--- src/rtl/onehot_run_encoder_if.sv ---
// rtl/onehot_run_encoder_if.sv - sample input and record output bundle for onehot_run_encoder
// drop_cnt is present only when DROP_COUNT_EN is defined.
interface onehot_run_encoder_if #(
  parameter int LEN_W = 8
);
  logic [7:0]       in_onehot;
  logic             flush;
  logic             rec_valid;
  logic             rec_ready;
  logic [2:0]       rec_idx;
  logic             rec_err;
  logic [LEN_W-1:0] rec_len;
  logic             fifo_full;
`ifdef DROP_COUNT_EN
  logic [7:0]       drop_cnt;
`endif

  modport slave (
    input  in_onehot, flush, rec_ready,
`ifdef DROP_COUNT_EN
    output drop_cnt,
`endif
    output rec_valid, rec_idx, rec_err, rec_len, fifo_full
  );

  modport master (
    output in_onehot, flush, rec_ready,
`ifdef DROP_COUNT_EN
    input  drop_cnt,
`endif
    input  rec_valid, rec_idx, rec_err, rec_len, fifo_full
  );
endinterface

--- src/rtl/onehot_run_encoder.sv ---
// rtl/onehot_run_encoder.sv - run-length encoder of one-hot state words into a record FIFO
// Optional DROP_COUNT_EN adds a saturating dropped-record counter on drop_cnt.
module onehot_run_encoder #(
  parameter int DEPTH = 4,
  parameter int LEN_W = 8
) (
  input  logic                  clk,
  input  logic                  rst_n,
  onehot_run_encoder_if.slave   bus
);
  localparam int AW    = (DEPTH > 1) ? $clog2(DEPTH) : 1;
  localparam int CW    = AW + 1;
  localparam int REC_W = 4 + LEN_W;
  localparam logic [LEN_W-1:0] LEN_MAX = {LEN_W{1'b1}};

  typedef enum logic {IDLE, RUN} state_t;

  state_t           state, state_nxt;
  logic [3:0]       cur_code, code_nxt;
  logic [LEN_W-1:0] run_len, len_nxt;
  logic [3:0]       samp_code;
  logic [3:0]       ones;
  logic [2:0]       pos;
  logic             push;
  logic [REC_W-1:0] push_rec;

  logic [REC_W-1:0] mem [DEPTH];
  logic [AW-1:0]    wr_ptr, rd_ptr;
  logic [CW-1:0]    count;
  logic             full, pop, accept;
  logic [REC_W-1:0] head;

  // Code layout is {err, idx}; every illegal word collapses to 4'b1000.
  always_comb begin
    ones = 4'd0;
    pos  = 3'd0;
    for (int i = 0; i < 8; i++) begin
      if (bus.in_onehot[i]) begin
        ones = ones + 4'd1;
        pos  = 3'(i);
      end
    end
    samp_code = (ones == 4'd1) ? {1'b0, pos} : 4'b1000;
  end

  always_ff @(posedge clk or negedge rst_n) begin
    if (!rst_n) begin
      state    <= IDLE;
      cur_code <= 4'd0;
      run_len  <= '0;
    end else begin
      state    <= state_nxt;
      cur_code <= code_nxt;
      run_len  <= len_nxt;
    end
  end

  always_comb begin
    state_nxt = state;
    code_nxt  = cur_code;
    len_nxt   = run_len;
    push      = 1'b0;
    push_rec  = {cur_code, run_len};
    case (state)
      IDLE: begin
        if (!bus.flush) begin
          state_nxt = RUN;
          code_nxt  = samp_code;
          len_nxt   = LEN_W'(1);
        end
      end
      RUN: begin
        if (bus.flush) begin
          push      = 1'b1;
          state_nxt = IDLE;
          code_nxt  = 4'd0;
          len_nxt   = '0;
        end else if (samp_code != cur_code || run_len == LEN_MAX) begin
          // A saturated run is split so the length field never wraps.
          push     = 1'b1;
          code_nxt = samp_code;
          len_nxt  = LEN_W'(1);
        end else begin
          len_nxt = run_len + LEN_W'(1);
        end
      end
      default: state_nxt = IDLE;
    endcase
  end

  assign full   = (count == CW'(DEPTH));
  assign pop    = bus.rec_valid && bus.rec_ready;
  assign accept = push && (!full || pop);

  // When full, wr_ptr equals rd_ptr, so a push with pop reuses the slot being vacated.
  always_ff @(posedge clk) begin
    if (accept) begin
      mem[wr_ptr] <= push_rec;
    end
  end

  always_ff @(posedge clk or negedge rst_n) begin
    if (!rst_n) begin
      wr_ptr <= '0;
      rd_ptr <= '0;
      count  <= '0;
    end else begin
      if (accept) begin
        wr_ptr <= wr_ptr + AW'(1);
      end
      if (pop) begin
        rd_ptr <= rd_ptr + AW'(1);
      end
      if (accept && !pop) begin
        count <= count + CW'(1);
      end else if (pop && !accept) begin
        count <= count - CW'(1);
      end
    end
  end

  // Head fields are forced to zero whenever the FIFO is empty, including reset.
  assign head          = bus.rec_valid ? mem[rd_ptr] : '0;
  assign bus.rec_valid = (count != '0);
  assign bus.rec_err   = head[REC_W-1];
  assign bus.rec_idx   = head[REC_W-2 -: 3];
  assign bus.rec_len   = head[LEN_W-1:0];
  assign bus.fifo_full = full;

`ifdef DROP_COUNT_EN
  logic [7:0] drop_q;

  always_ff @(posedge clk or negedge rst_n) begin
    if (!rst_n) begin
      drop_q <= 8'd0;
    end else if (push && full && !pop && drop_q != 8'hFF) begin
      drop_q <= drop_q + 8'd1;
    end
  end

  assign bus.drop_cnt = drop_q;
`endif
endmodule

--- src/flat_wrapper.sv ---
// flat-port wrapper written by rule: the top's interface ports become plain ports
module onehot_run_encoder_flat 
#(
  parameter int DEPTH = 4,
  parameter int LEN_W = 8
)
  (clk, rst_n, bus_in_onehot, bus_flush, bus_rec_ready, bus_rec_valid, bus_rec_idx, bus_rec_err, bus_rec_len, bus_fifo_full);
  onehot_run_encoder_if #(.LEN_W(LEN_W)) bus_i ();
  input  logic clk;
  input  logic rst_n;
  input wire logic [$bits(bus_i.in_onehot)-1:0] bus_in_onehot;
  input wire logic [$bits(bus_i.flush)-1:0] bus_flush;
  input wire logic [$bits(bus_i.rec_ready)-1:0] bus_rec_ready;
  output wire logic [$bits(bus_i.rec_valid)-1:0] bus_rec_valid;
  output wire logic [$bits(bus_i.rec_idx)-1:0] bus_rec_idx;
  output wire logic [$bits(bus_i.rec_err)-1:0] bus_rec_err;
  output wire logic [$bits(bus_i.rec_len)-1:0] bus_rec_len;
  output wire logic [$bits(bus_i.fifo_full)-1:0] bus_fifo_full;
  assign bus_i.in_onehot = bus_in_onehot;
  assign bus_i.flush = bus_flush;
  assign bus_i.rec_ready = bus_rec_ready;
  assign bus_rec_valid = bus_i.rec_valid;
  assign bus_rec_idx = bus_i.rec_idx;
  assign bus_rec_err = bus_i.rec_err;
  assign bus_rec_len = bus_i.rec_len;
  assign bus_fifo_full = bus_i.fifo_full;
  onehot_run_encoder #(.DEPTH(DEPTH), .LEN_W(LEN_W)) u_core (.clk(clk), .rst_n(rst_n), .bus(bus_i));
endmodule
--- config.mk ---
export PLATFORM = sky130hd
export DESIGN_NAME = onehot_run_encoder_flat
export DESIGN_NICKNAME = d
export VERILOG_FILES = /design/src/rtl/onehot_run_encoder_if.sv /design/src/rtl/onehot_run_encoder.sv /design/src/flat_wrapper.sv
export SDC_FILE = /design/constraint.sdc
export NUM_CORES = 1
export LEC_CHECK = 0
export CORE_MARGIN = 2
export CORE_UTILIZATION = 60
export DETAILED_ROUTE_END_ITERATION = 7
export GPL_TIMING_DRIVEN = 0
export PLACE_DENSITY = 0.92
export SYNTH_ARGS = -nofsm -noshare
export SYNTH_HDL_FRONTEND = slang
export SYNTH_SLANG_ARGS = --single-unit
export TNS_END_PERCENT = 30
--- constraint.sdc ---
create_clock -name clk -period 6.8 [get_ports clk]
set_clock_uncertainty 0.05 [all_clocks]
set_input_delay 1.36 -clock clk [delete_from_list [all_inputs] [get_ports clk]]
set_output_delay 1.36 -clock clk [all_outputs]
set_load 0.01 [all_outputs]
==> results, run 1 <==
- After detailed routing, the total wire length is 6.599 mm.
- The final critical path time including I/O delays and setup is 6.594 ns.
- The worst hold path belongs to the class flip-flop to flip-flop.
- The Yosys warning count is 0.
- The CTS sink count is 68.
- For this run, the total global-route usage over all layers was measured as 0.2193.
- The leakage component of the power is 0.001666 uW.
- Counting instances, the worst hold path has a depth of 1.
- The mapped cell area is 0.003557 sq mm.
- The design draws 1520 uW.
- By area the synthesized netlist is led by sky130_fd_sc_hd__edfxtp_1 41%, sky130_fd_sc_hd__dfrtp_1 14%, sky130_fd_sc_hd__mux4_2 7.6%.
- Counting the buffers created by CTS gives 9.
- The number of DRC violations after detailed-routing iteration 0 is 123.
- The die covers 0.006560 sq mm.
- The end point of the most critical hold path is u_core.count[2].
- The biggest area contributor in the post-synthesis netlist is sky130_fd_sc_hd__edfxtp_1.
- After synthesis, the mean cell area works out to 13.13 sq um.
- The startpoint type of the worst setup path is an input pin.
- The number of antenna violations at the first check in global routing is 0.
- Buffers placed on the I/O ports in this run total 21.
- Measured along the y axis, the die boundary spans 81.00 um.
- After clock tree synthesis, the clock-pin slew on the worst setup and hold paths is 0.07 ns.
- The last weighted congestion value of the routability-driven placer is 0.9157.
- The total vias in the final route is 2,237.
- Of the cells placed in the final design, the portion with a size suffix greater than 1 is 0.1885.
- Dividing the final minimum period by the clock period gives 0.9697.
- The share of the Yosys chip area taken by registers is 0.5459.
- The clock root buffer is sky130_fd_sc_hd__clkbuf_8.
- The max-cap check violation count is 0.
- In this run the critical register-to-register path is launched from u_core.run_len[1].
- The power per unit of standard cell area is 364.2 mW/mm^2.
- No sink is reached through more buffers than the 2 on the longest clock path.
- Summed over all layers, the global routing overflow is 0.
- The area fraction of the dominant cell type after synthesis is 0.4052.
- The number of placed I/O pins is 26.
- The count of pins over their slew limit was 0.
- The half-perimeter wire length of the detailed placement result is 4.441 mm.
- Counting distinct cell types in the post-synthesis netlist gives 55.
- The worst register-to-register path has a depth of 15.
- The largest single stage delay on the critical path is 0.49 ns.
- The iteration count of the initial detailed-routing pass is 4.
- The core footprint is 0.005816 sq mm.
- The sequential cells in the finished layout cover a total of 0.001942 sq mm.
- The fraction of the core area covered by cells at the end of the flow is 0.7175.
- After clock tree synthesis, the flow added hold-fix buffers numbering 0.
- The type of element capturing the critical path is a flip-flop.
- The layout net count is 334.
- The wire length of the first global-routing pass is 10.36 mm.
- The worst path arrival time is 6.81 ns.
- The register bit count reported by yosys is 68.
- For this run, the leading register cell type out of synthesis is sky130_fd_sc_hd__edfxtp_1.
- The number of vias per cell is 5.765.
- For the pin with the worst max-slew slack, the measured transition is 0.9255 ns.
- Headroom to the max-slew limit came out at 0.3811.
- The routed length per instance is 17.01 um.
- The critical-path maximum fanout is 4.
- Counting stages on the worst path, the most repeated cell is sky130_fd_sc_hd__ha_1.
- The critical setup path kind is input pin to flip-flop.
- The worst supply voltage drop on vdd is 179.6 uV.
- The maximum number of pins on one net before global-route repair is 21.
- The most frequent standard cell in the layout excluding fill and tap cells is sky130_fd_sc_hd__edfxtp_1.
- The number of fillers in the final layout is 396.
- The register-to-register setup slack is 3.31 ns.
- The clock tree synthesis step divided the H-tree into 3 levels.
- Counting every net in the synthesized netlist gives 297.
- The maximum clock frequency is 151.7 MHz.
- The number of antenna-violating nets in the routed design is 0.
- The number of endpoints failing setup at the final stage is 0.
- Yosys mapped a number of flops with a built-in enable equal to 48.
- The antenna diode count is 0.
- The final hold slack is 0.4375 ns.
- Synthesis produced a netlist whose cell count is 271.
- From left edge to right edge, the die measures 81.00 um.
- The initial utilization of the core area, before any placement, comes to 0.6117.
- The signed area change from the synthesized netlist to the final layout is 17.31%.
- The final hold violation count is 0.
- Data on the critical path is required at its endpoint by 7.01 ns.
- The via count of the first global-routing pass was 2,122.
- For this run, design rule violations remaining after detail routing come to 0.
- The run finished with clean final reports.
- Of all flip-flops after synthesis, the portion carrying an async set or reset was 0.2941.
- TritonCTS built the clock tree.
- The library cells used most frequently in the layout, excluding fill and tap cells, are 48 x sky130_fd_sc_hd__edfxtp_1, 20 x sky130_fd_sc_hd__clkdlybuf4s50_1, 20 x sky130_fd_sc_hd__dfrtp_1, 17 x sky130_fd_sc_hd__nand2_1, 16 x sky130_fd_sc_hd__inv_1.
- Clock latency on the worst-skew pair, taken at its later pin, is 0.34 ns.
- The number of rows created at floorplan is 28.
- The combined area of the multi-input logic cells is 0.001553 sq mm.
- The end of the worst register-to-register path is u_core.count[2].
- The startpoint identified for the worst hold timing path is u_core.count[2].
- Among all stages on the critical path, the largest delay is contributed by sky130_fd_sc_hd__clkdlybuf4s50_1.
## worst max-delay path, delay by kind of cell
kind	cells	cell delay (ns)
AOI/OAI and AO/OA	7	1.05
xor gates and xnor gates	2	0.32
adders and majority gates	8	2.11
buffers and inverters	4	0.69
muxes	2	0.50
and+or+nand+nor	6	0.77
## sequential cells by signal, summed over array words and instances (netlist names)
register and flops:
u_core.count 3, u_core.cur_code 4, u_core.mem 48, u_core.rd_ptr 2, u_core.run_len 8, u_core.state 1
u_core.wr_ptr 2
## final cells by class
type | instances | share of cell area
Inverter | 16 | 0.01439
Buffer | 10 | 0.01739
Clock buffer | 16 | 0.04828
Timing Repair Buffer | 26 | 0.05997
Tap cell | 75 | 0.02249
Multi-Input combinational cell | 177 | 0.3721
Sequential cell | 68 | 0.4654
## synthesized netlist by cell type, drive strengths merged, types with 2 or more instances
cell    number
nor4         2
a221oi       2
and2        17
a21oi        3
and3         6
xor2         5
or2b         2
or3          3
nand3        4
nor2        13
nor3b        5
xnor2       11
inv         16
nand3b       2
mux2i        5
o21ai       15
nor3         6
a21o         6
buf          8
dfrtp       20
mux2         2
o31ai        3
edfxtp      48
ha          13
nand2b       4
clkbuf       2
nand2       17
mux4        12
## timing repair
item,4_1_cts,5_1_grt
buffers inserted,0,5
resized for setup,1,13
pin swaps,0,7
endpoints found under the setup margin,2,50
## through the flow
stage	setup slack, ns	instance area, sq um	setup TNS, ns	cells
4_1_cts	0.01375	4070	0	383
6_report	0.2061	4173	0	388
3_3_place_gp	-0.2537	3861	-0.4411	367
2_1_floorplan	0.6440	3557	0	271
3_5_place_dp	-0.4205	3861	-2.252	367
5_1_grt	-0.05964	4173	-0.05964	388
## per-layer routing
| metal | vias up | track usage | share of wire |
|---|---|---|---|
| met4 | 0 | 0.09831 | 0.022 |
| met5 | - | 0 | 0 |
| li1 | 1080 | - | - |
| met1 | 1078 | 0.2627 | 0.40 |
| met2 | 65 | 0.3736 | 0.54 |
| met3 | 14 | 0.05667 | 0.038 |
## worst max path at each step
stage / start / cells after the start / endpoint / slack [ns]
after floorplan: bus_in_onehot[0] / 27 / u_core.count[2] / 0.64
after global placement: bus_in_onehot[1] / 28 / u_core.count[2] / -0.25
after detailed placement: bus_in_onehot[1] / 28 / u_core.count[2] / -0.42
after CTS: bus_in_onehot[1] / 28 / u_core.count[2] / 0.01
after global routing: bus_in_onehot[0] / 29 / u_core.count[2] / -0.06
final: bus_in_onehot[0] / 29 / u_core.count[2] / 0.21
## cells by family (layout without fill, tap and decap cells)
group / after synthesis / count (layout) / share of synthesized area
AND/OR/NAND/NOR: 85 / 85 / 0.1326
flip-flops: 68 / 68 / 0.5459
AO/OA/AOI/OAI: 41 / 41 / 0.08267
buffers and inverters: 26 / 68 / 0.03729
multiplexers: 19 / 19 / 0.09743
XOR/XNOR: 18 / 18 / 0.05276
adder cells (fa/ha/maj): 14 / 14 / 0.05136
## power breakdown
group          internal (uW)  switching (uW)
clock network            185             137
logic                    321             287
registers                540            49.6
(Power assumes the default switching activity.)
==> inputs of run 2 (changes only) <==
- clock period: 6.8 -> 8.2 ns (I/O delays scaled with it)
==> results, run 2 (synthesis gave the netlist of run 1 again) <==
- The startpoint type of the worst setup path is an input pin.
- The cell count of the worst hold path is 1.
- The number of antenna violations at the first check in global routing came to 0.
- The floorplan step defined a die boundary enclosing 0.006560 sq mm.
- The number of DRC violations after detailed-routing iteration 0 is 130.
- 26 I/O pins were placed.
- Along the worst path, the maximum fanout reaches 7.
- The half-perimeter wire length of the detailed placement result is 4.441 mm.
- The antenna diode count is 0.
- The clock latency of the later-clocked register in the worst-skew pair is 0.34 ns.
- The congestion estimate from routability-driven global placement came to 0.9157.
- The TritonCTS clock tree is built.
- For this design, the CTS-stage hold fixing added 0 buffers.
- After clock tree synthesis, the clock-pin slew on the worst setup and hold paths is 0.07 ns.
- The tightest slew margin relative to the limit is 0.3784.
- For this block, the routed nets add up to 6.293 mm of wire.
- The worst hold path belongs to the class flip-flop to flip-flop.
- In this run the standard cell core region covers 0.005816 sq mm.
- The maximum clock frequency is 140.7 MHz.
- The H-tree was split into 3 levels.
- The combined area of the multi-input logic cells is 0.001483 sq mm.
- The final hold violation count was 0.
- The library cell used most frequently in the layout, excluding fill and tap cells, is sky130_fd_sc_hd__edfxtp_1.
- The flow ran to the end, and the final reports show no timing, DRC or antenna violations.
- The startpoint identified for the worst register-to-register timing path is u_core.run_len[1].
- Setup repair after global routing left no endpoint under its margin.
- The count of pins over their slew limit is 0.
- For this run, design rule violations remaining after detail routing come to 0.
- The signed area change from the synthesized netlist to the final layout is 14.21%.
- In this run the static leakage power is 0.001634 uW.
- Dividing the final minimum period by the clock period gives 0.8665.
- The count of buffers added on input and output ports is 21.
- For this run, the share of the core covered by cells in the final layout is 0.6986.
- The overall die height is 81.00 um.
- Counting cells, the worst reg-to-reg path comes to 15.
- The type of element capturing the critical path is a flip-flop.
- Summing all flip-flop and latch instances after layout gives 0.001942 sq mm.
- The register with the most flip-flops in the layout has 48 of them.
- Data on the critical path arrives at its endpoint at 7.32 ns.
- Leaving out fill and tap cells, the most frequent cells in the layout are 48 x sky130_fd_sc_hd__edfxtp_1, 21 x sky130_fd_sc_hd__clkdlybuf4s50_1, 20 x sky130_fd_sc_hd__dfrtp_1, 17 x sky130_fd_sc_hd__nand2_1, 16 x sky130_fd_sc_hd__inv_1.
- The tool flagged a number of max-cap violations equal to 0.
- The longest clock path from root to sink contains 2 buffers.
- The total vias in the final route is 2,175.
- The share of layout cells above drive strength 1 is 0.1429.
- Entering global routing, the biggest net connects 21 pins.
- For the final routed database, the setup TNS stands at 0 ns.
- The number of buffers created by CTS is 9.
- The remaining global-route overflow is 0.
- The initial cell density of the core is 0.6117.
- In the global route stage, overall resource usage came out at 0.2187.
- For this run, the post-layout net count is 329.
- The worst supply voltage drop on vdd is 147.9 uV.
- The required time of the critical path is 8.41 ns.
- Row generation in the floorplan step produced 28 rows.
- Before antenna repair, the detailed router went through 5 iterations.
- Clock tree synthesis found a total of 68 sinks.
- Counting the fill cells in the layout gives 413.
- The largest registers in the layout are u_core.mem x48, u_core.run_len x8, u_core.cur_code x4.
- Dividing the detail-routed via count by the number of cells gives 5.679.
- The setup path with the least slack is of type input pin to flip-flop.
- In this run the horizontal extent of the chip is 81.00 um.
- The wire length of the first global-routing pass is 10.34 mm.
- At the pin with the least slew margin, the transition time is 0.9295 ns.
- The count of buffers added by post-CTS timing repair for setup is 0.
- The largest register by flop count is u_core.mem.
- The via count of the first global-routing pass came to 2,097.
- Setup violations remaining at the end of the flow were counted as 0.
- The number of antenna-violating nets in the routed design is 0.
- In this run the most critical hold path is launched from u_core.count[2].
- The clock root buffer is sky130_fd_sc_hd__clkbuf_8.
- The count of instances resized after the clock tree is built is 0.
- After layout, the design draws a total of 1227 uW.
- The worst setup path startpoint is bus_in_onehot[1].
- The final critical path time including I/O delays and setup is 7.105 ns.
- For this design the ratio of total power to cell area is 301.9 mW/mm^2.
- After detailed routing, the average wire length per cell comes to 16.43 um.
-- run 2: changes by cell type in the layout (fill, tap and decap cells not counted), moves of 2 or more --
cell                      previous run  this run
sky130_fd_sc_hd__o31ai_2             2         0
sky130_fd_sc_hd__mux2i_2             2         0
sky130_fd_sc_hd__buf_4               6         1
sky130_fd_sc_hd__ha_4                2         0
sky130_fd_sc_hd__o31ai_1             1         3
sky130_fd_sc_hd__mux2i_1             3         5
sky130_fd_sc_hd__ha_1               10        13
-- run 2: metrics by stage --
stage / hold WS, ns / area [sq um] / setup slack, ns / std cells
floorplan: 0.3987 / 3557 / 1.764 / 271
global placement: 0.4147 / 3861 / 0.8663 / 367
detailed placement: 0.4186 / 3861 / 0.6995 / 367
CTS: 0.4313 / 4063 / 1.067 / 383
global route: 0.4596 / 4063 / 0.5676 / 383
finish: 0.4307 / 4063 / 1.095 / 383
-- run 2: worst paths after layout --
check	to	slack [ns]
worst min register to register	u_core.count[2]	0.43
max in group asynchronous	u_core.wr_ptr[0]	5.76
worst min-delay path	u_core.count[2]	0.43
worst max-delay path	u_core.count[2]	1.09
min in group asynchronous	u_core.run_len[7]	1.78
worst max register to register	u_core.count[2]	4.70
-- run 2: routing by layer --
layer,global-route usage,part of all wire
met1,0.2648,0.40
met2,0.3719,0.54
met3,0.05667,0.042
met4,0.09322,0.017
met5,0,0
-- run 2: power by group --
group          leakage [uW]  internal [uW]  total, uW  switching, uW
Clock              0.000102            154        267            113
Combinational      0.000804            248        474            227
Sequential         0.000728            446        485           39.6
Total               0.00163            847       1230            380
-- run 2: worst max-delay path, stage by stage --
cell and delay (ns):
sky130_fd_sc_hd__clkdlybuf4s50_1 0.51, sky130_fd_sc_hd__inv_1 0.06, sky130_fd_sc_hd__ha_1 0.36, sky130_fd_sc_hd__xor2_1 0.27
sky130_fd_sc_hd__ha_1 0.31, sky130_fd_sc_hd__nand2_1 0.08, sky130_fd_sc_hd__o31ai_1 0.09, sky130_fd_sc_hd__ha_1 0.30
sky130_fd_sc_hd__mux2i_1 0.25, sky130_fd_sc_hd__inv_1 0.07, sky130_fd_sc_hd__ha_1 0.29, sky130_fd_sc_hd__nand2_1 0.09
sky130_fd_sc_hd__o21ai_0 0.08, sky130_fd_sc_hd__ha_1 0.28, sky130_fd_sc_hd__a21oi_1 0.15, sky130_fd_sc_hd__o31ai_1 0.11
sky130_fd_sc_hd__ha_1 0.27, sky130_fd_sc_hd__nand3b_1 0.15, sky130_fd_sc_hd__o32a_1 0.20, sky130_fd_sc_hd__a21oi_4 0.19
sky130_fd_sc_hd__mux2i_1 0.29, sky130_fd_sc_hd__o211a_4 0.24, sky130_fd_sc_hd__ha_1 0.20, sky130_fd_sc_hd__inv_1 0.06
sky130_fd_sc_hd__fa_1 0.37, sky130_fd_sc_hd__xor2_1 0.17, sky130_fd_sc_hd__nor2_1 0.11, sky130_fd_sc_hd__xor2_1 0.15
-- run 2: area by class of cell --
| cell class | count | area share |
|---|---|---|
| clock buffers | 16 | 0.04958 |
| repair buffers | 21 | 0.05174 |
| flip-flops and latches | 68 | 0.4780 |
| plain buffers | 10 | 0.01786 |
| well taps | 75 | 0.02310 |
| multi-input cells | 177 | 0.3650 |
| inverters | 16 | 0.01478 |
==> inputs of run 3 (changes only) <==
- ABC_CLOCK_PERIOD_IN_PS: unset -> 8200
==> results of run 3 <==
Final layout, timing and power as in run 2 (identical DEF).
